File: config.mk
export PLATFORM = sky130hd
export DESIGN_NAME = led_fade_pwm
export DESIGN_NICKNAME = d
export VERILOG_FILES = /design/src/rtl/led_fade_pwm.sv
export SDC_FILE = /design/constraint.sdc
export NUM_CORES = 1
export LEC_CHECK = 0
export CORE_ASPECT_RATIO = 1.25
export CORE_MARGIN = 8
export CORE_UTILIZATION = 45
export DETAILED_ROUTE_END_ITERATION = 10
export GPL_TIMING_DRIVEN = 0
export RECOVER_POWER = 100
export SETUP_SLACK_MARGIN = 0.4
export SKIP_LAST_GASP = 1
export SLEW_MARGIN = 20
export SYNTH_ARGS = -nofsm -noshare
export SYNTH_HDL_FRONTEND = slang
export SYNTH_SLANG_ARGS = --single-unit
File: constraint.sdc
create_clock -name CLK -period 4.8 [get_ports CLK]
set_clock_uncertainty 0.15 [all_clocks]
set_input_delay 0.48 -clock CLK [delete_from_list [all_inputs] [get_ports CLK]]
set_output_delay 0.48 -clock CLK [all_outputs]
set_load 0.05 [all_outputs]
File: src/rtl/led_fade_pwm.sv
// led_fade_pwm: renders a 16-bit on/off LED pattern as per-channel PWM
// brightness. A lit channel glows at BRIGHT. A channel whose input drops
// fades out linearly, one level per decay tick, which gives a trailing glow.
//
// Ports:
//   CLK       system clock (the only clock)
//   RESET     synchronous, active-high reset
//   LED_IN    [N_LED]   pattern from the upstream generator, treated as async
//   BRIGHT    [LEVEL_W] level loaded into channels whose input is 1
//   LED_OUT   [N_LED]   registered PWM drive
//   PWM_SYNC  1-cycle registered pulse when the PWM step counter wraps

// Per-channel level register and PWM comparator.
module led_fade_chan #(
   parameter int LEVEL_W = 4
) (
   input  logic               CLK,
   input  logic               RESET,
   input  logic               in_bit,
   input  logic               decay_tick,
   input  logic [LEVEL_W-1:0] bright,
   input  logic [LEVEL_W-1:0] pwm_cnt,
   output logic               led
);
   logic [LEVEL_W-1:0] level;

   always_ff @(posedge CLK) begin
      if (RESET) begin
         level <= '0;
         led   <= 1'b0;
      end else begin
         // A high input always wins, even on a decay tick.
         if (in_bit)
            level <= bright;
         else if (decay_tick && (level != '0))
            level <= level - LEVEL_W'(1);
         // pwm_cnt never reaches all-ones, so the top level is always on.
         led <= (level > pwm_cnt);
      end
   end
endmodule

module led_fade_pwm #(
   parameter int N_LED     = 16,
   parameter int LEVEL_W   = 4,
   parameter int PWM_DIV   = 64,
   parameter int DECAY_DIV = 400000
) (
   input  logic               CLK,
   input  logic               RESET,
   input  logic [N_LED-1:0]   LED_IN,
   input  logic [LEVEL_W-1:0] BRIGHT,
   output logic [N_LED-1:0]   LED_OUT,
   output logic               PWM_SYNC
);
   // Keep counters at least one bit wide so DIV=1 still elaborates.
   localparam int PRE_W = (PWM_DIV   > 1) ? $clog2(PWM_DIV)   : 1;
   localparam int DEC_W = (DECAY_DIV > 1) ? $clog2(DECAY_DIV) : 1;
   localparam logic [PRE_W-1:0]   PRE_MAX = PRE_W'(PWM_DIV - 1);
   localparam logic [DEC_W-1:0]   DEC_MAX = DEC_W'(DECAY_DIV - 1);
   localparam logic [LEVEL_W-1:0] CNT_MAX = LEVEL_W'((1 << LEVEL_W) - 2);

   logic [N_LED-1:0]   s1, s2;
   logic [PRE_W-1:0]   pwm_pre;
   logic [LEVEL_W-1:0] pwm_cnt;
   logic [DEC_W-1:0]   decay_pre;
   logic               pwm_step, decay_tick;

   assign pwm_step   = (pwm_pre   == PRE_MAX);
   assign decay_tick = (decay_pre == DEC_MAX);

   // Two-flop synchroniser; only s2 is used downstream.
   always_ff @(posedge CLK) begin
      if (RESET) begin
         s1 <= '0;
         s2 <= '0;
      end else begin
         s1 <= LED_IN;
         s2 <= s1;
      end
   end

   // PWM prescaler and step counter. The counter period is 2^LEVEL_W-1
   // steps so that level L gives exactly L of every period high.
   always_ff @(posedge CLK) begin
      if (RESET) begin
         pwm_pre  <= '0;
         pwm_cnt  <= '0;
         PWM_SYNC <= 1'b0;
      end else begin
         pwm_pre  <= pwm_step ? '0 : pwm_pre + PRE_W'(1);
         PWM_SYNC <= pwm_step && (pwm_cnt == CNT_MAX);
         if (pwm_step)
            pwm_cnt <= (pwm_cnt == CNT_MAX) ? '0 : pwm_cnt + LEVEL_W'(1);
      end
   end

   // Free-running fade prescaler, independent of the PWM timing.
   always_ff @(posedge CLK) begin
      if (RESET)
         decay_pre <= '0;
      else
         decay_pre <= decay_tick ? '0 : decay_pre + DEC_W'(1);
   end

   for (genvar i = 0; i < N_LED; i++) begin : g_chan
      led_fade_chan #(.LEVEL_W(LEVEL_W)) u_chan (
         .CLK        (CLK),
         .RESET      (RESET),
         .in_bit     (s2[i]),
         .decay_tick (decay_tick),
         .bright     (BRIGHT),
         .pwm_cnt    (pwm_cnt),
         .led        (LED_OUT[i])
      );
   end
endmodule

## Word level (Yosys, flattened, before mapping)

Cells that the tools add are included.

- Register bits: 142
- Bits in latches: 0
- RAM bits: 0
- Bits in read-only memories: 0
- Input port bits: 22
- Output and inout port bits: 17
- Word-level logic and storage cells: 160
- Memories kept: 0

- Add/sub/neg operators: 19
- Multipliers: 0
- Div/mod/pow operators: 0
- Magnitude comparators: 16
- Eq/ne operators: 3
- Shifts and indexed selects: 0
- Multiplexer cells: 33
- Bitwise gates (word level): 0
- Reductions and logical operators: 51

Operators with widths:

| kind | count |
|---|---|
| $mux 4 | 33 |
| $gt 4x4->1 | 16 |
| $reduce_bool 4->1 | 16 |
| $sub 4x1->4 const B | 16 |
| $reduce_bool 2->1 | 16 |
| $add 19x1->19 const B | 1 |
| $eq 19x19->1 const B | 1 |
| $logic_and 1x1->1 | 17 |
| $add 6x1->6 const B | 1 |
| $eq 6x6->1 const B | 1 |
| $add 4x1->4 const B | 1 |
| $eq 4x4->1 const B | 1 |
| $reduce_or 2->1 | 2 |

## Longest topological paths before layout

Gate-level depths: netlist of the first run.

- Word-level depth: 4
- Gate-level depth with buffers: 8
- Mapped depth without buffers: 6

## Modules after synthesis

A second synthesis of the first run with hierarchy kept.

- Cells, all modules: 874
- Area, all modules: 7,905.1 sq um

By module, submodules not included:

| module | times used | cells each | area each (sq um) |
|---|---|---|---|
| led_fade_chan | 16 | 41 | 356.6 |
| led_fade_pwm | 1 | 218 | 2,199.6 |

## Worst setup path after synthesis of the first run

Ideal clock, no wire load.

- Kind: register -> register
- From: reg decay_pre[0]
- To: reg g_chan[0].u_chan.level[2]
- Library setup time: 0.115 ns
- Data arrival time: 1.685 ns
- Path slack: 2.849 ns
- Stages on the path, launching flop included: 9
- Buffers on the path: 3
- Period minus slack after synthesis: 1.951 ns
- Path through: dfxtp_1 ha_1 nand3_4 and4bb_1 buf_4 buf_6 buf_4 nand4_1 and3_1

- Cells in the longest elaborated chain, start to end: 3

RTL lines:

| element | RTL line | source |
|---|---|---|
| start: declaration | 66 | `logic [DEC_W-1:0] decay_pre;` |
| start signal: assignment | 103 | `decay_pre <= decay_tick ? '0 : decay_pre + DEC_W'(1);` |
| $eq 19x19->1 | 70 | `assign decay_tick = (decay_pre == DEC_MAX);` |
| $logic_and 1x1->1 | 35 | `else if (decay_tick && (level != '0))` |
| $reduce_bool 2->1 (no line) | -- |  |
| end signal: assignment | 34 | `level <= bright;` |
| end signal: assignment | 36 | `level <= level - LEVEL_W'(1);` |
| end: declaration | 25 | `logic [LEVEL_W-1:0] level;` |

No other way between the ends.
A chain may end at the register's enable or synchronous reset.

## Worst setup path after layout of the first run

- From: reg decay_pre[0]
- To: reg g_chan[0].u_chan.level[1]

The elaborated chain is that of the path after synthesis.

==> results of run 1 <==
synth_stat cells (17+ instances only):
| master | count | area share |
|---|---|---|
| ha_1 | 82 | 0.12 |
| a311oi_1 | 18 | 0.019 |
| a21oi_1 | 58 | 0.035 |
| and3_1 | 35 | 0.026 |
| buf_4 | 24 | 0.022 |
| a2111oi_2 | 34 | 0.062 |
| nand2_1 | 19 | 0.0086 |
| nor2_1 | 40 | 0.018 |
| dfxtp_1 | 142 | 0.34 |
| and4b_1 | 17 | 0.021 |
| clkbuf_1 | 38 | 0.017 |
| inv_1 | 60 | 0.027 |
| nor3_1 | 27 | 0.016 |
| o22ai_1 | 24 | 0.018 |
| nor2b_1 | 88 | 0.067 |
| nand4_1 | 21 | 0.016 |
| a311o_1 | 30 | 0.036 |
routing by layer:
metal,global-route usage,part of all wire,vias to the layer above
met5,0,0,-
met1,0.245,0.45,3304
met3,0.0449,0.051,36
li1,-,-,3437
met4,0.0729,0.021,0
met2,0.325,0.47,183
cell families after synthesis:
logic type,count (synthesis),synth area share
buffers and inverters,131,0.0729
muxes,1,0.00121
and+or+nand+nor,277,0.197
xor gates and xnor gates,18,0.0191
adders and majority gates,82,0.124
AOI/OAI and AO/OA,239,0.242
DFF,142,0.344
where the power goes:
group          internal (W)  switching, W
clock              0.000814      0.000540
sequential          0.00123     0.0000414
combinational      0.000165      0.000208
total               0.00221      0.000789
placed cells by master, fill, tap and decap left out, types with 15 or more instances in the layout:
cell / Yosys / final
a2111oi_0: 0 / 15
a2111oi_2: 34 / 19
a211oi_1: 16 / 16
a21oi_1: 58 / 58
a311o_1: 30 / 30
a311oi_1: 18 / 18
and3_1: 35 / 35
and4b_1: 17 / 17
buf_4: 24 / 19
clkbuf_1: 38 / 50
clkbuf_16: 0 / 17
clkdlybuf4s50_1: 0 / 19
dfxtp_1: 142 / 141
dlygate4sd3_1: 0 / 18
ha_1: 82 / 82
inv_1: 60 / 60
nand2_1: 19 / 19
nand3_1: 15 / 16
nand4_1: 21 / 21
nor2_1: 40 / 40
nor2b_1: 88 / 88
nor3_1: 27 / 27
o21a_1: 16 / 16
o22ai_1: 24 / 24
xnor2_1: 16 / 16
stage by stage:
step / hold WS (ps) / std cells
3_5_place_dp: 272 / 1155
6_report: 283 / 1186
5_1_grt: 307 / 1186
2_1_floorplan: 264 / 890
3_3_place_gp: 265 / 1155
4_1_cts: 285 / 1186
cell type report:
class	instances	share of cell area
timing repair buffer	37	0.0395
inverter	60	0.0240
clock inverter	14	0.0181
sequential	142	0.303
buffer	71	0.0363
clock buffer	17	0.0453
tap	228	0.0304
multi-input combinational	617	0.503
path summary, 6_finish.rpt:
| kind | from | endpoint | slack, ps |
|---|---|---|---|
| worst min-delay path | s1[5]$_SDFF_PP0_ | s2[5]$_SDFF_PP0_ | 280 |
| worst min register to register | s1[5]$_SDFF_PP0_ | s2[5]$_SDFF_PP0_ | 280 |
| worst max-delay path | decay_pre[0]$_SDFF_PP0_ | g_chan[0].u_chan.level[1]$_SDFFE_PP0P_ | 1270 |
| worst max register to register | decay_pre[0]$_SDFF_PP0_ | g_chan[0].u_chan.level[1]$_SDFFE_PP0P_ | 1270 |
worst max-delay path, stage by stage, from the launching register on:
cell and delay (ps):
dfxtp_1 370, ha_1 200, nand3_1 370, and4bb_1 500, clkbuf_1 360, clkbuf_1 540
clkbuf_1 640, a21oi_1 160, o22ai_1 150
state kept, by name, indices dropped and copies added (netlist names):
name and flops:
s1 16, pwm_pre 6, s2 16, g_chan.u_chan.led 16
decay_pre 19, pwm_cnt 4, PWM_SYNC 1, g_chan.u_chan.level 64
==> results.md, run 1 <==
- R2R cell count: 8
- Final hold vios: 0
- Syn_nets: 994
- H-tree Lvls: 4
- Resize count post-CTS: 0
- P_leak: 3.55 nW
- Cell variety after synth: 46
- EDFF count, synth: 0
- Core region area: 18100 um2
- Dpl ws: 1670 ps
- Pwr dens: 320 nW/um2
- DR DRC count: 0
- Final core utilization: 0.518
- Worst-case clock buffer depth: 2
- Worst setup SP type: flip-flop
- Vias post-DR: 6960
- Maximum clock frequency: 284 MHz
- CTS tree: yes
- Die height: 168 um
- DP Area: 8930 um2
- Final Cell Area: 9380 um2
- Async S/R FF share, synth: 0
- Slew @ Worst Pin: 1050 ps
- Clk Latency, worst-skew pair: 430 ps
- Final min period: 3530 ps
- Synth Cell Area: 8270 um2
- WS Path Type: reg -> reg
- GRT Resource Usage Total: 0.198
- ANT cells: 0
- Arr. time, crit path: 3720 ps
- Postcts setup bufs: 0
- Number of CTS-inserted buffers: 17
- Rows: 55
- Yosys Warn Count: 0
- Clock transition at path regs: 60 ps
- First-pass GRT wire length: 35800 um
- Vias in the first global route: 6850
- # hold bufs at CTS: 0
- Final setup viols: 0
- Setup tns final: 0 ps
- GRT overflow: 0
- Dpl hpwl: 14500 um
- Pre-antenna DRT Iters: 5
- Total power: 0.00300 W
- Hold/Removal Path Class: reg -> reg
- Ports: 39
- Register area share after synthesis: 0.344
- Worst rel slew slack: 0.298
- Synth Instances: 890
- RD Place Congestion: 0.792
- Area of the multi-input gates: 4720 um2
- Final Slew Violations: 0
- CP endpoint kind: flip-flop
- Die area: 23000 um2
- Initial drt markers: 529
- PortBufs: 37
- Critical Path RT: 4990 ps
- Layout net count: 1050
- Syn_area_per_cell: 9.30 um2
- Initial antenna violation count: 0
- Initial core utilization: 0.457
- Synth Flop Type: dfxtp_1
- Status: finished, final reports clean
- DRT antenna net count: 0
- Max cap viols: 0
- Hold path depth: 1
- Drt total wl: 22000 um
- Routed len/inst: 18.6 um
- Worst vdd ir: 0.245 mV
- Die X: 137 um
- Crit path max fanout: 10
- Tcrit/Tclk final: 0.734
- Clock Tree Root: clkbuf_16
- Vias/cell: 5.87
- CTS sink count: 142
- Unrepaired setup endpoints after global routing: no
- Largest net degree at the start of global routing: 25
- Final worst slack: 1270 ps
- Area Overhead vs Synth: 13.4%
- Fillcell total: 1740
- Yosys reg bits: 142
- Layout cell share with drive strength beyond 1: 0.0887
- Sequential cell area: 2840 um2
Note: power is estimated with default switching activity, not from simulation.
==> inputs of run 2 (changes only) <==
clock period = 3.1 ns   (was 4.8 ns; I/O delays follow)
==> run 2 against run 1 <==
  * Sequential power grew 55%
  * Sequential cell count unchanged
  * First-iteration DRC count up 0.57%
  * Total power grew 55%
  * Global-route usage did not move
  * Routed wire length rose by 0.19%
  * Die area unchanged
  * Register-to-register slack lost 810 ps
  * Critical path depth down 3
  * Hold slack lost 44 ps
  * Combinational power increased by 54%
  * Largest cell class unchanged
==> results.md, run 2 (same netlist as run 1, synthesis figures left out) <==
- WHS Endpoint: g_chan[9].u_chan.level[1]$_SDFFE_PP0P_
- Slew @ Worst Pin: 1030 ps (-20.4 ps)
- Final hold vios: 0 (unchanged)
- Max cap viols: 0 (unchanged)
- Critical-path cell list: dlygate4sd3_1 > clkbuf_1 > clkbuf_1 > clkbuf_1 > o22ai_1
- H-tree Lvls: 4 (unchanged)
- Pwr dens: 496 nW/um2 (+55%)
- Unrepaired setup endpoints after global routing: no
- CP top delay family: buffers and inverters
- Area Overhead vs Synth: 13.3%
- Die area: 23000 um2 (unchanged)
- Pre-antenna DRT Iters: 5 (unchanged)
- Critical Path Slowest Stage Cell: dlygate4sd3_1
- First-pass GRT wire length: 35800 um (unchanged)
- CP endpoint kind: flip-flop
- Final worst slack: 441 ps (-834 ps)
- Initial drt markers: 532 (+0.57%)
- Most used cell, CP: clkbuf_1
- Hold/Removal Path Class: in -> reg
- DRT antenna net count: 0 (unchanged)
- WS Path Type: in -> reg
- R2R cell count: 7 (-1)
- Top Registers: g_chan.u_chan.level: 64 flops, decay_pre: 19 flops
- Status: finished, final reports clean
- Worst rel slew slack: 0.311 (+0.0128)
- Drt total wl: 22100 um (+0.19%)
- Tcrit/Tclk final: 0.858
- Clock transition at path regs: 60 ps (about the same)
- # hold bufs at CTS: 0 (unchanged)
- Initial core utilization: 0.457 (unchanged)
- Largest net degree at the start of global routing: 25 (unchanged)
- Final core utilization: 0.518 (-0.000553)
- Worst vdd ir: 0.379 mV (+54%)
- Layout cell share with drive strength beyond 1: 0.0856 (-0.00313)
- Rows: 55 (unchanged)
- Initial antenna violation count: 0 (unchanged)
- Final Cell Area: 9370 um2 (-0.11%)
- Commonest non-fill, non-tap cell in the layout: dfxtp_1
- Max FFs per register: 64 (unchanged)
- Buf/Inv on CP: 4 (+1)
- Vias post-DR: 6977 (+0.24%)
- Resize count post-CTS: 0 (unchanged)
- GRT overflow: 0 (unchanged)
- Fillcell total: 1749 (+0.52%)
- Flop-to-flop setup slack: 460 ps (-810 ps)
- Clock Tree Root: clkbuf_16
- Worst-case clock buffer depth: 2 (unchanged)
- Routed len/inst: 18.6 um (+0.19%)
- Dpl hpwl: 14500 um (unchanged)
- P_leak: 3.57 nW (+0.67%)
- Layout net count: 1050 (unchanged)
- Critical R2R Launch: decay_pre[0]$_SDFF_PP0_
- Final min period: 2660 ps
- ANT cells: 0 (unchanged)
- Most flops, register: g_chan.u_chan.level
- Crit path max fanout: 10 (unchanged)
- Maximum clock frequency: 376 MHz
- Worst path max stage delay: 660 ps (+20 ps)
- Dpl ws: 137 ps (-1530 ps)
- Clk Latency, worst-skew pair: 430 ps (about the same)
- Die height: 168 um (unchanged)
- Arr. time, crit path: 2790 ps (-930 ps)
- Hold path depth: 3 (+2)
- Most frequent cells in the layout: dfxtp_1 (141), nor2b_1 (88), ha_1 (82), a21oi_1 (67), inv_1 (60)
- RD Place Congestion: 0.792 (unchanged)
- Postcts setup bufs: 0 (unchanged)
- Die X: 137 um (unchanged)
- Setup tns final: 0 ps (unchanged)
- Critical Path RT: 3230 ps (-1760 ps)
- CTS sink count: 142 (unchanged)
- Number of CTS-inserted buffers: 17 (unchanged)
- Ports: 39 (unchanged)
- DR DRC count: 0 (unchanged)
- Final Slew Violations: 0 (unchanged)
- Vias/cell: 5.88 (+0.24%)
- CTS tree: yes
- Core region area: 18100 um2 (unchanged)
- PortBufs: 37 (unchanged)
- Crit Reg-Reg Endpoint: g_chan[4].u_chan.level[0]$_SDFFE_PP0P_
- DP Area: 8930 um2 (unchanged)
- Vias in the first global route: 6850 (unchanged)
- Worst setup SP type: primary input
- Final setup viols: 0 (unchanged)
- GRT Resource Usage Total: 0.198 (unchanged)
- HP Start: BRIGHT[1]
==> run 2: final cells by class <==
cell class	instances	area (um2)	area share
timing repair buffer	37	370	0.0395
sequential	142	2840	0.303
clock inverter	14	170	0.0182
inverter	60	225	0.0240
buffer	71	364	0.0388
multi-input combinational	617	4690	0.500
clock buffer	17	425	0.0454
tap	228	285	0.0304
==> run 2: stage by stage <==
| step | hold slack, ps | cells | total power, W |
|---|---|---|---|
| floorplan | 264 | 890 | 0.00244 |
| global placement | 265 | 1155 | 0.00261 |
| finish | 239 | 1186 | 0.00465 |
| detailed placement | 272 | 1155 | 0.00261 |
| CTS | 230 | 1186 | 0.00471 |
| global route | 280 | 1186 | 0.00483 |
==> run 2: worst max-delay path by stage <==
stage                                       start                                      to  cells after the start
final                                       RESET  g_chan[4].u_chan.level[1]$_SDFFE_PP0P_                      5
after global routing      decay_pre[0]$_SDFF_PP0_  g_chan[4].u_chan.level[0]$_SDFFE_PP0P_                      7
after CTS                                   RESET  g_chan[4].u_chan.level[1]$_SDFFE_PP0P_                      5
after detailed placement                    RESET  g_chan[4].u_chan.level[1]$_SDFFE_PP0P_                      5
after global placement                      RESET  g_chan[7].u_chan.level[1]$_SDFFE_PP0P_                      5
after floorplan           decay_pre[0]$_SDFF_PP0_  g_chan[0].u_chan.level[2]$_SDFFE_PP0P_                      8
==> run 2: routing by layer <==
metal / track usage / wire, um / up-vias / part of all wire
li1: - / - / 3439 / -
met1: 0.245 / 10100 / 3339 / 0.46
met2: 0.325 / 10500 / 161 / 0.48
met3: 0.0449 / 984 / 38 / 0.045
met4: 0.0729 / 482 / 0 / 0.022
met5: 0 / 0 / - / 0
==> run 2: power by group <==
| group | switching, W | total [W] | internal [W] | leakage (nW) |
|---|---|---|---|---|
| registers | 0.0000649 | 0.00198 | 0.00191 | 1.16 |
| clock network | 0.000836 | 0.00210 | 0.00126 | 0.281 |
| logic | 0.000318 | 0.000573 | 0.000255 | 2.13 |
==> run 2: tightest hold or removal path, delay by kind of cell <==
family / cells / cell delay (ps)
AOI/OAI and AO/OA: 1 / 70
buffers and inverters: 1 / 250
and+or+nand+nor: 1 / 130
==> inputs of run 3 (changes only) <==
==> constraint.sdc (replaced) <==
create_clock -name CLK -period 3.1 [get_ports CLK]
set_clock_uncertainty 0.15 [all_clocks]
set_input_delay 0.775 -clock CLK [delete_from_list [all_inputs] [get_ports CLK]]
set_output_delay 0.775 -clock CLK [all_outputs]
set_load 0.05 [all_outputs]
==> run 3 against run 2 <==
  * Critical path depth unchanged
  * Clock-buffer cell count unchanged
  * Routed wire length decreased by 0.28%
  * Clock power barely moved
  * Combinational power shrank 0.7%
  * Total power down 0.12%
  * Sequential share of layout area about the same
  * Core utilization fell by 0.076 points
  * Final cell count unchanged
  * Global-route usage barely moved
  * Sequential cell count unchanged
  * Largest cell class unchanged
==> results.md, run 3 (same netlist as run 1, synthesis figures left out) <==
- Status: finished, final reports clean
- Hold/Removal Path Class: reg -> reg
- Clock transition at path regs: 60 ps (about the same)
- Critical R2R Launch: decay_pre[0]$_SDFF_PP0_
- Slew @ Worst Pin: 1040 ps (+4.34 ps)
- Core region area: 18100 um2 (unchanged)
- Flop-to-flop setup slack: 400 ps (-60 ps)
- Clock power frac: 0.452 (about the same)
- CP endpoint kind: flip-flop
- Commonest non-fill, non-tap cell in the layout: dfxtp_1
- GRT overflow: 0 (unchanged)
- Worst rel slew slack: 0.308 (-0.00289)
- Final core utilization: 0.517 (-0.000761)
- ANT cells: 0 (unchanged)
- Initial antenna violation count: 0 (unchanged)
- Vias/cell: 5.84 (-0.70%)
- Worst-case clock buffer depth: 2 (unchanged)
- P_sw: 0.00122 W (-0.25%)
- Crit Reg-Reg Endpoint: g_chan[11].u_chan.level[1]$_SDFFE_PP0P_
- Max cap viols: 0 (unchanged)
- Most used cell, CP: clkbuf_1
- Final Slew Violations: 0 (unchanged)
- Die height: 168 um (unchanged)
- WS Path Type: in -> reg
- Pwr dens: 496 nW/um2 (about the same)
- Drt total wl: 22000 um (-0.28%)
- Max FFs per register: 64 (unchanged)
- Ports: 39 (unchanged)
- Sw Share: 0.262 (-0.000347)
- Arr. time, crit path: 2880 ps (+90 ps)
- Worst Setup EP: g_chan[11].u_chan.level[1]$_SDFFE_PP0P_
- GRT Resource Usage Total: 0.198 (about the same)
- DRT antenna net count: 0 (unchanged)
- Most flops, register: g_chan.u_chan.level
- Internal Power: 0.00342 W (about the same)
- Routed len/inst: 18.6 um (-0.28%)
- PortBufs: 37 (unchanged)
- Clk Latency, worst-skew pair: 430 ps (about the same)
- Combinational power share: 0.123 (about the same)
- RD Place Congestion: 0.792 (unchanged)
- Number of CTS-inserted buffers: 17 (unchanged)
- R2R cell count: 8 (+1)
- Largest net degree at the start of global routing: 25 (unchanged)
- Flop pwr share: 0.426 (about the same)
- Layout net count: 1050 (unchanged)
- Dpl hpwl: 14500 um (unchanged)
- Crit path max fanout: 10 (unchanged)
- # hold bufs at CTS: 0 (unchanged)
- Final hold vios: 0 (unchanged)
- Unrepaired setup endpoints after global routing: no
- Fillcell total: 1746 (-0.17%)
- P_leak: 3.58 nW (+0.28%)
- Initial drt markers: 497 (-6.6%)
- Critical Path RT: 3240 ps (about the same)
- Dpl ws: -328 ps (-465 ps)
- Vias post-DR: 6928 (-0.70%)
- Die area: 23000 um2 (unchanged)
- Most frequent cells in the layout: dfxtp_1 (141), nor2b_1 (88), ha_1 (82), inv_1 (60), a21oi_1 (58)
- Layout cell share with drive strength beyond 1: 0.0898 (+0.00418)
- CTS sink count: 142 (unchanged)
- DR DRC count: 0 (unchanged)
- Area Overhead vs Synth: 13.1%
- Final worst slack: 367 ps (-74.0 ps)
- Worst path max stage delay: 670 ps (about the same)
- H-tree Lvls: 4 (unchanged)
- Worst setup SP type: primary input
- Vias in the first global route: 6864 (+0.20%)
- Top Registers: g_chan.u_chan.level: 64 flops, decay_pre: 19 flops
- First-pass GRT wire length: 35800 um (about the same)
- Initial core utilization: 0.457 (unchanged)
- Clock Tree Root: clkbuf_16
- Die X: 137 um (unchanged)
- Critical-path cell list: dlygate4sd3_1 > clkbuf_1 > clkbuf_2 > clkbuf_1 > o22ai_1
- CTS tree: yes
- Maximum clock frequency: 366 MHz (-2.7%)
- Critical Path Slowest Stage Cell: dlygate4sd3_1
- Pre-antenna DRT Iters: 5 (unchanged)
- Worst vdd ir: 0.376 mV (-0.59%)
- Rows: 55 (unchanged)
- Final setup viols: 0 (unchanged)
- Final min period: 2730 ps (+74.0 ps)
- Critical Path Start: RESET
- Tcrit/Tclk final: 0.882 (+0.0239)
## run 3: cell types whose count changed in the layout (fill, tap and decap cells not counted)
| cell | change |
|---|---|
| a2111oi_0 | +9 |
| a2111oi_2 | -10 |
| a2111oi_4 | +1 |
| a21oi_1 | -9 |
| a21oi_2 | +9 |
| buf_2 | +1 |
| buf_4 | +1 |
| clkbuf_1 | -5 |
| clkbuf_2 | +3 |
| nand3_1 | +1 |
| nand3_4 | -1 |
## run 3: what timing repair did
| action | 4_1_cts | 5_1_grt |
|---|---|---|
| endpoints found under the setup margin | 21 | 16 |
| gates resized for setup | 3 | 2 |
| setup buffers | 0 | 0 |
## run 3: how the worst min path moves through the flow
stage               slack, ps  depth (start not counted)               from                 to
finish                    280                          1   s1[5]$_SDFF_PP0_   s2[5]$_SDFF_PP0_
global route              310                          1   s1[9]$_SDFF_PP0_   s2[9]$_SDFF_PP0_
CTS                       290                          1  s1[11]$_SDFF_PP0_  s2[11]$_SDFF_PP0_
detailed placement        270                          1   s1[5]$_SDFF_PP0_   s2[5]$_SDFF_PP0_
global placement          270                          1   s1[6]$_SDFF_PP0_   s2[6]$_SDFF_PP0_
floorplan                 260                          1   s1[0]$_SDFF_PP0_   s2[0]$_SDFF_PP0_
## run 3: metrics by stage
stage	setup TNS, ps	total power, W	hold slack (ps)	area [um2]	std cells
finish	0	0.00464	283	9360	1186
detailed placement	-4700	0.00261	272	8930	1155
global placement	-4560	0.00261	265	8930	1155
floorplan	0	0.00244	264	8270	890
global route	0	0.00483	307	9360	1186
CTS	0	0.00471	285	9540	1186
## run 3: power groups by stage
stage	Clock, W	Sequential (W)	Combinational (W)
after global placement	0	0.00201	0.000593
after floorplan	0	0.00199	0.000449
after global routing	0.00221	0.00198	0.000632
after detailed placement	0	0.00201	0.000600
after CTS	0.00213	0.00197	0.000605
final	0.00210	0.00197	0.000569
## run 3: cell type report
type	instances	area, um2	share of cell area
Inverter	60	225	0.0241
Clock inverter	14	170	0.0182
Sequential cell	142	2840	0.304
Buffer	71	373	0.0398
Tap cell	228	285	0.0305
Timing Repair Buffer	37	370	0.0396
Multi-Input combinational cell	617	4670	0.499
Clock buffer	17	425	0.0455
## run 3: layer usage
layer	GRT usage	part of all wire	up-vias
met5	0	0	-
met3	0.0461	0.048	41
met4	0.0791	0.025	0
met2	0.321	0.47	154
met1	0.245	0.46	3288
li1	-	-	3445
## run 3: critical path, delay by kind of cell
family	cells	cell delay (ps)
buffers and inverters	4	1920
AO/OA/AOI/OAI	1	180
